[src/rtl/trng_ctrl_if.sv]
// Output word channel of the TRNG controller: a word plus valid/ready handshake.
interface trng_ctrl_if #(
  parameter int WORD_WIDTH = 32
);
  logic [WORD_WIDTH-1:0] data_out;
  logic                  data_valid;
  logic                  data_ready;

  modport master (output data_out, output data_valid, input data_ready);
  modport slave  (input data_out, input data_valid, output data_ready);
endinterface

[src/rtl/trng_ctrl.sv]
// Sequencing controller for the ring-oscillator entropy combiner: warm-up,
// pipeline flush, decimated sampling into words, valid/ready output and a
// sticky repetition-count health test.
module trng_ctrl #(
  parameter int WORD_WIDTH    = 32,
  parameter int WARMUP_CYCLES = 64,
  parameter int PIPE_LATENCY  = 6,
  parameter int SAMPLE_DIV    = 4,
  parameter int REP_LIMIT     = 16
) (
  input  logic        clock,
  input  logic        reset,
  input  logic        run,
  input  logic        raw_bit,
  output logic        ro_enable,
  output logic        busy,
  output logic        health_fail,
  trng_ctrl_if.master dout
);

  localparam int TMR_MAX = (WARMUP_CYCLES > PIPE_LATENCY) ? WARMUP_CYCLES : PIPE_LATENCY;
  localparam int TMR_W   = $clog2(TMR_MAX) + 1;
  localparam int DIV_W   = $clog2(SAMPLE_DIV) + 1;
  localparam int SAMP_W  = $clog2(WORD_WIDTH) + 1;
  localparam int REP_W   = $clog2(REP_LIMIT) + 1;

  localparam logic [TMR_W-1:0]  WARM_LAST  = TMR_W'(WARMUP_CYCLES - 1);
  localparam logic [TMR_W-1:0]  FLUSH_LAST = TMR_W'(PIPE_LATENCY - 1);
  localparam logic [DIV_W-1:0]  DIV_LAST   = DIV_W'(SAMPLE_DIV - 1);
  localparam logic [SAMP_W-1:0] SAMP_LAST  = SAMP_W'(WORD_WIDTH - 1);
  localparam logic [REP_W-1:0]  REP_HIT    = REP_W'(REP_LIMIT);

  typedef enum logic [2:0] {
    S_IDLE, S_WARMUP, S_FLUSH, S_COLLECT, S_HOLD, S_FAIL
  } state_t;

  state_t                  state_q, state_d;
  logic [TMR_W-1:0]        tmr_q, tmr_d;
  logic [DIV_W-1:0]        div_q, div_d;
  logic [SAMP_W-1:0]       samp_q, samp_d;
  logic [REP_W-1:0]        rep_q, rep_d;
  logic                    prev_q, prev_d;
  logic                    has_prev_q, has_prev_d;
  logic [WORD_WIDTH-1:0]   shift_q, shift_d;
  logic [WORD_WIDTH-1:0]   data_q, data_d;
  logic                    valid_q, valid_d;
  logic                    ro_en_q, ro_en_d;
  logic                    busy_q, busy_d;
  logic                    fail_q, fail_d;
  logic                    take;
  logic                    go_idle;

  // Next state, sample capture, health test and registered output values.
  always_comb begin
    state_d    = state_q;
    tmr_d      = tmr_q;
    div_d      = div_q;
    samp_d     = samp_q;
    rep_d      = rep_q;
    prev_d     = prev_q;
    has_prev_d = has_prev_q;
    shift_d    = shift_q;
    data_d     = data_q;
    valid_d    = valid_q;
    take       = 1'b0;
    go_idle    = 1'b0;

    case (state_q)
      S_IDLE: begin
        if (run) begin
          state_d = S_WARMUP;
          tmr_d   = '0;
        end
      end
      S_WARMUP: begin
        if (!run) go_idle = 1'b1;
        else if (tmr_q == WARM_LAST) begin
          state_d = S_FLUSH;
          tmr_d   = '0;
        end else tmr_d = tmr_q + TMR_W'(1);
      end
      // The edge that ends the flush is also the first capture edge.
      S_FLUSH: begin
        if (!run) go_idle = 1'b1;
        else if (tmr_q == FLUSH_LAST) begin
          state_d = S_COLLECT;
          tmr_d   = '0;
          div_d   = '0;
          take    = 1'b1;
        end else tmr_d = tmr_q + TMR_W'(1);
      end
      S_COLLECT: begin
        if (!run) go_idle = 1'b1;
        else if (div_q == DIV_LAST) begin
          div_d = '0;
          take  = 1'b1;
        end else div_d = div_q + DIV_W'(1);
      end
      S_HOLD: begin
        if (valid_q && dout.data_ready) begin
          valid_d = 1'b0;
          if (run) begin
            state_d = S_COLLECT;
            div_d   = '0;
          end else go_idle = 1'b1;
        end
      end
      S_FAIL: ;
      default: go_idle = 1'b1;
    endcase

    // Leaving for IDLE drops the partial word and the repetition history.
    if (go_idle) begin
      state_d    = S_IDLE;
      tmr_d      = '0;
      div_d      = '0;
      samp_d     = '0;
      rep_d      = '0;
      prev_d     = 1'b0;
      has_prev_d = 1'b0;
      shift_d    = '0;
    end

    // Capture: health test has priority over word completion.
    if (take) begin
      shift_d    = {shift_q[WORD_WIDTH-2:0], raw_bit};
      rep_d      = (has_prev_q && (raw_bit == prev_q)) ? rep_q + REP_W'(1) : REP_W'(1);
      prev_d     = raw_bit;
      has_prev_d = 1'b1;
      if (rep_d == REP_HIT) begin
        state_d = S_FAIL;
        valid_d = 1'b0;
      end else if (samp_q == SAMP_LAST) begin
        data_d  = shift_d;
        valid_d = 1'b1;
        samp_d  = '0;
        state_d = S_HOLD;
      end else samp_d = samp_q + SAMP_W'(1);
    end

    ro_en_d = (state_d == S_WARMUP) || (state_d == S_FLUSH) ||
              (state_d == S_COLLECT) || (state_d == S_HOLD);
    busy_d  = ro_en_d;
    fail_d  = (state_d == S_FAIL);
  end

  // State and output registers with synchronous reset.
  always_ff @(posedge clock) begin
    if (reset) begin
      state_q    <= S_IDLE;
      tmr_q      <= '0;
      div_q      <= '0;
      samp_q     <= '0;
      rep_q      <= '0;
      prev_q     <= 1'b0;
      has_prev_q <= 1'b0;
      shift_q    <= '0;
      data_q     <= '0;
      valid_q    <= 1'b0;
      ro_en_q    <= 1'b0;
      busy_q     <= 1'b0;
      fail_q     <= 1'b0;
    end else begin
      state_q    <= state_d;
      tmr_q      <= tmr_d;
      div_q      <= div_d;
      samp_q     <= samp_d;
      rep_q      <= rep_d;
      prev_q     <= prev_d;
      has_prev_q <= has_prev_d;
      shift_q    <= shift_d;
      data_q     <= data_d;
      valid_q    <= valid_d;
      ro_en_q    <= ro_en_d;
      busy_q     <= busy_d;
      fail_q     <= fail_d;
    end
  end

  assign ro_enable       = ro_en_q;
  assign busy            = busy_q;
  assign health_fail     = fail_q;
  assign dout.data_out   = data_q;
  assign dout.data_valid = valid_q;

endmodule

[src/flat_wrapper.sv]
// flat-port wrapper written by rule: the top's interface ports become plain ports
module trng_ctrl_flat 
#(
  parameter int WORD_WIDTH    = 32,
  parameter int WARMUP_CYCLES = 64,
  parameter int PIPE_LATENCY  = 6,
  parameter int SAMPLE_DIV    = 4,
  parameter int REP_LIMIT     = 16
)
  (clock, reset, run, raw_bit, ro_enable, busy, health_fail, dout_data_out, dout_data_valid, dout_data_ready);
  trng_ctrl_if #(.WORD_WIDTH(WORD_WIDTH)) dout_i ();
  input  logic clock;
  input  logic reset;
  input  logic run;
  input  logic raw_bit;
  output logic ro_enable;
  output logic busy;
  output logic health_fail;
  output wire logic [$bits(dout_i.data_out)-1:0] dout_data_out;
  output wire logic [$bits(dout_i.data_valid)-1:0] dout_data_valid;
  input wire logic [$bits(dout_i.data_ready)-1:0] dout_data_ready;
  assign dout_data_out = dout_i.data_out;
  assign dout_data_valid = dout_i.data_valid;
  assign dout_i.data_ready = dout_data_ready;
  trng_ctrl #(.WORD_WIDTH(WORD_WIDTH), .WARMUP_CYCLES(WARMUP_CYCLES), .PIPE_LATENCY(PIPE_LATENCY), .SAMPLE_DIV(SAMPLE_DIV), .REP_LIMIT(REP_LIMIT)) u_core (.clock(clock), .reset(reset), .run(run), .raw_bit(raw_bit), .ro_enable(ro_enable), .busy(busy), .health_fail(health_fail), .dout(dout_i));
endmodule
[config.mk]
export PLATFORM = sky130hd
export DESIGN_NAME = trng_ctrl_flat
export DESIGN_NICKNAME = d
export VERILOG_FILES = /design/src/rtl/trng_ctrl_if.sv /design/src/rtl/trng_ctrl.sv /design/src/flat_wrapper.sv
export SDC_FILE = /design/constraint.sdc
export NUM_CORES = 1
export LEC_CHECK = 0
export ABC_AREA = 1
export BUFFER_PORTS_ARGS = -buffer_cell sky130_fd_sc_hd__clkbuf_2
export CAP_MARGIN = 20
export CORE_MARGIN = 3
export CORE_UTILIZATION = 60
export DETAILED_ROUTE_END_ITERATION = 7
export GPL_TIMING_DRIVEN = 0
export HOLD_SLACK_MARGIN = 0.05
export PLACE_DENSITY = 0.9
export RECOVER_POWER = 100
export SLEW_MARGIN = 40
export SYNTH_ARGS = -nofsm -noshare
export SYNTH_HDL_FRONTEND = slang
export SYNTH_SLANG_ARGS = --single-unit
[constraint.sdc]
create_clock -name clock -period 3.25 [get_ports clock]
set_input_delay 0.325 -clock clock [delete_from_list [all_inputs] [get_ports clock]]
set_output_delay 0.325 -clock clock [all_outputs]
set_load 0.005 [all_outputs]
==> metrics.md <==
| Metric | Value |
|---|---|
| CTS tree | `yes` |
| Reg2Reg Depth | `7` |
| Critical Path AT | `about 2500 ps` |
| Seq/Total Area, Yosys | `48.8%` |
| Top cell type's share of synthesized area | `48.8%` |
| Syn nets | `477` |
| Initial antenna violation count | `0` |
| Drt via density | `5.48` |
| Post-synthesis cell type count | `32` |
| Worst EP required | `3490 ps` |
| Maximum VDD drop | `0.313 mV` |
| # port buffers | `39` |
| N_diodes | `0` |
| Top cells by count, synth | `dfxtp_1 (91), inv_1 (65), nand2_1 (59), a21oi_1 (49), nor2_1 (35)` |
| CP Class | `reg2reg` |
| Hold crit path type | `in2reg` |
| Fmax achieved | `0.438 GHz` |
| Post-Synthesis Cells | `467` |
| Layout area overhead | `11.7%` |
| Worst path bufs/invs | `1` |
| RSZ-0062 raised after global routing | `false` |
| # rows | `28` |
| Chip Height | `84.9 µm` |
| Share of synthesized flip-flops with an asynchronous set or reset | `0%` |
| Final Power | `between 1.5 and 2 mW` |
| Share of layout cells above drive strength 1 | `10.7%` |
| Slew HR | `67.8%` |
| Slowest CP cell | `dfxtp_1` |
| Die W | `between 80 and 90 µm` |
| Tcrit/Tclk final | `between 70% and 80%` |
| Clk_skew | `10.9 ps` |
| Initial DRC count | `between 150 and 200` |
| Ports | `41` |
| Via count | `3270` |
| EDFF count, synth | `0` |
| Die Area | `0.00721 mm²` |
| Clock Sinks | `91` |
| Total grt overflow | `0` |
| Yosys reg bits | `slightly above 90` |
| Final net count | `527` |
| Setup Fix Bufs, Post-CTS | `0` |
| Final setup viols | `0` |
| Later-pin clock latency in the skew report | `370 ps` |
| Crit-path max cell delay | `390 ps` |
| WL final | `7920 µm` |
| Cts hold-fix bufs | `0` |
| Worst r2r dst | `u_core.dout.data_out[26]` |
| All-Layer GR Usage | `23.0%` |
| DRC viols | `0` |
| Min-delay src | `raw_bit` |
| H-tree Lvls | `3` |
| Worst hold slack | `228 ps` |
| Most common cell in the netlist | `dfxtp_1` |
| Root Buffer | `clkbuf_8` |
| Clock buffer count from CTS | `9` |
| Worst Hold Depth | `3` |
| Largest area contributor in the netlist | `dfxtp_1` |
| Number of detailed-routing iterations run before antenna repair | `5` |
| Worst r2r src | `u_core.samp_q[0]` |
| Crit path launch type | `flip-flop` |
| ANT nets after route | `0` |
| Worst reg-to-reg setup slack | `960 ps` |
| Final min period | `between 2000 and 2500 ps` |
| Crit. End Element | `flip-flop` |
| Worst-margin pin slew | `484 ps` |
| GP Congestion | `0.845` |
| Lkg Pwr | `1.63 nW` |
| Average wire per standard cell | `13.3 µm` |
| Clock transition at path regs | `90 ps` |
| Initial core utilization | `about 62%` |
| Vias in the first global route | `~3100` |
| Post-Route Setup TNS | `0 ps` |
| Final Max Tran Viols | `0` |
| Global-route wire length before repair | `13500 µm` |
| Area contributors post-synth | `dfxtp_1 (49%), o32ai_1 (7.0%), a21oi_1 (6.6%)` |
| Synth Flop Type | `dfxtp_1` |
| Post-DP HPWL | `roughly 5700 µm` |
| Final Hold Viols | `0` |
| Worst path cell trace | `ha_1 -> nand4_1 -> nor2_1 -> nand3_1 -> a21oi_4 -> clkbuf_1 -> a21oi_1` |
| Hold path endpoint | `u_core.dout.data_out[0]` |
| PwrDens | `463 mW/mm²` |
| CTS resizes | `0` |
| Delay-heaviest family, CP | `simple AND/OR/NAND/NOR gates` |
| Crit-path max FO | `10` |
| Syn avg cell area | `8.00 µm²` |
| Synth warn | `0` |
| Largest net degree at the start of global routing | `19` |
| Number of max-cap violations | `0` |
| Max Buffers Root-to-Sink | `2` |
| Netlist Area Pre-Place | `0.00373 mm²` |
| Core area | `0.00599 mm²` |
| Status | `completed` |
| Core Util, Final | `just under 70%` |
routing by layer:
layer  wire [µm]  GRT usage, %  share of wire (%)
met1        3610          28.4                 46
met2        3800          38.1                 48
met3         367          6.89                4.6
met4         142          8.49                1.8
met5           0             0                  0
where the power goes:
group	total (mW)	internal, mW	switching [mW]
sequential	1.12	1.12	0.00364
combinational	0.0719	0.0190	0.0529
clock	0.739	0.298	0.441
flip-flops by register name, indices dropped and copies added (netlist names):
register,cells
u_core.dout.data_out,32
u_core.shift_q,31
u_core.tmr_q,7
u_core.samp_q,6
u_core.rep_q,5
u_core.div_q,3
u_core.state_q,3
u_core.dout.data_valid,1
u_core.has_prev_q,1
u_core.health_fail,1
u_core.ro_enable,1
kinds of logic (layout without fill, tap and decap cells):
logic type / count (synthesis) / in the layout / synth area share, %
AOI/OAI and AO/OA: 125 / 125 / 20.5
xor gates and xnor gates: 4 / 4 / 0.938
and+or+nand+nor: 149 / 149 / 17.7
DFF: 91 / 91 / 48.8
adders and majority gates: 5 / 5 / 1.68
buffers and inverters: 93 / 148 / 10.4
layout make-up:
| type | count | area (µm²) |
|---|---|---|
| sequential | 91 | 1820 |
| fill | 495 | 1820 |
| multi-input combinational | 283 | 1510 |
| inverter | 68 | 255 |
| timing repair buffer | 39 | 181 |
| clock buffer | 9 | 124 |
| buffer | 25 | 123 |
| tap | 75 | 93.8 |
| clock inverter | 7 | 62.6 |
worst max path at each step:
stage	from	endpoint	slack, ps	cells past startpoint
2_1_floorplan	u_core.rep_q[0]	u_core.samp_q[0]	1570	10
3_3_place_gp	u_core.samp_q[0]	u_core.dout.data_out[9]	1310	7
3_5_place_dp	u_core.samp_q[0]	u_core.dout.data_out[27]	1250	7
4_1_cts	u_core.samp_q[0]	u_core.dout.data_out[26]	1220	8
5_1_grt	u_core.samp_q[0]	u_core.dout.data_out[3]	740	7
6_report	u_core.samp_q[0]	u_core.dout.data_out[26]	960	7
worst min-delay path, delay by kind of cell:
kind / cells / cell delay (ps)
buffers and inverters: 2 / 170
AOI/OAI and AO/OA: 1 / 60
cells in the final DEF (no fill, tap or decap):
cell type  instances
nand4_1            8
o22ai_1            1
clkbuf_2          28
dfxtp_1           91
nand3_1           32
nand2_1           60
a21oi_2            1
xor2_1             3
buf_6              3
inv_1             66
inv_2              2
a21oi_4            1
ha_1               5
inv_8              2
nor2_2             2
a211oi_1           3
inv_6              4
o21ai_0            8
clkbuf_1          29
nand3b_1           2
buf_1              1
nor2_1            36
xnor2_1            1
o21ai_1           30
buf_2              2
buf_4              1
and3_1             1
a21oi_1           49
o211ai_1           1
o32ai_1           30
a21boi_0           1
nor3_1             8
clkbuf_8           9
clkinv_2           1
stage by stage:
step,setup slack [ps],instances,area (µm²)
2_1_floorplan,1570,467,3730
3_3_place_gp,1310,581,4020
3_5_place_dp,1250,581,4020
4_1_cts,1220,597,4210
5_1_grt,740,597,4170
6_report,965,597,4170
Note: power is estimated with default switching activity, not from simulation.
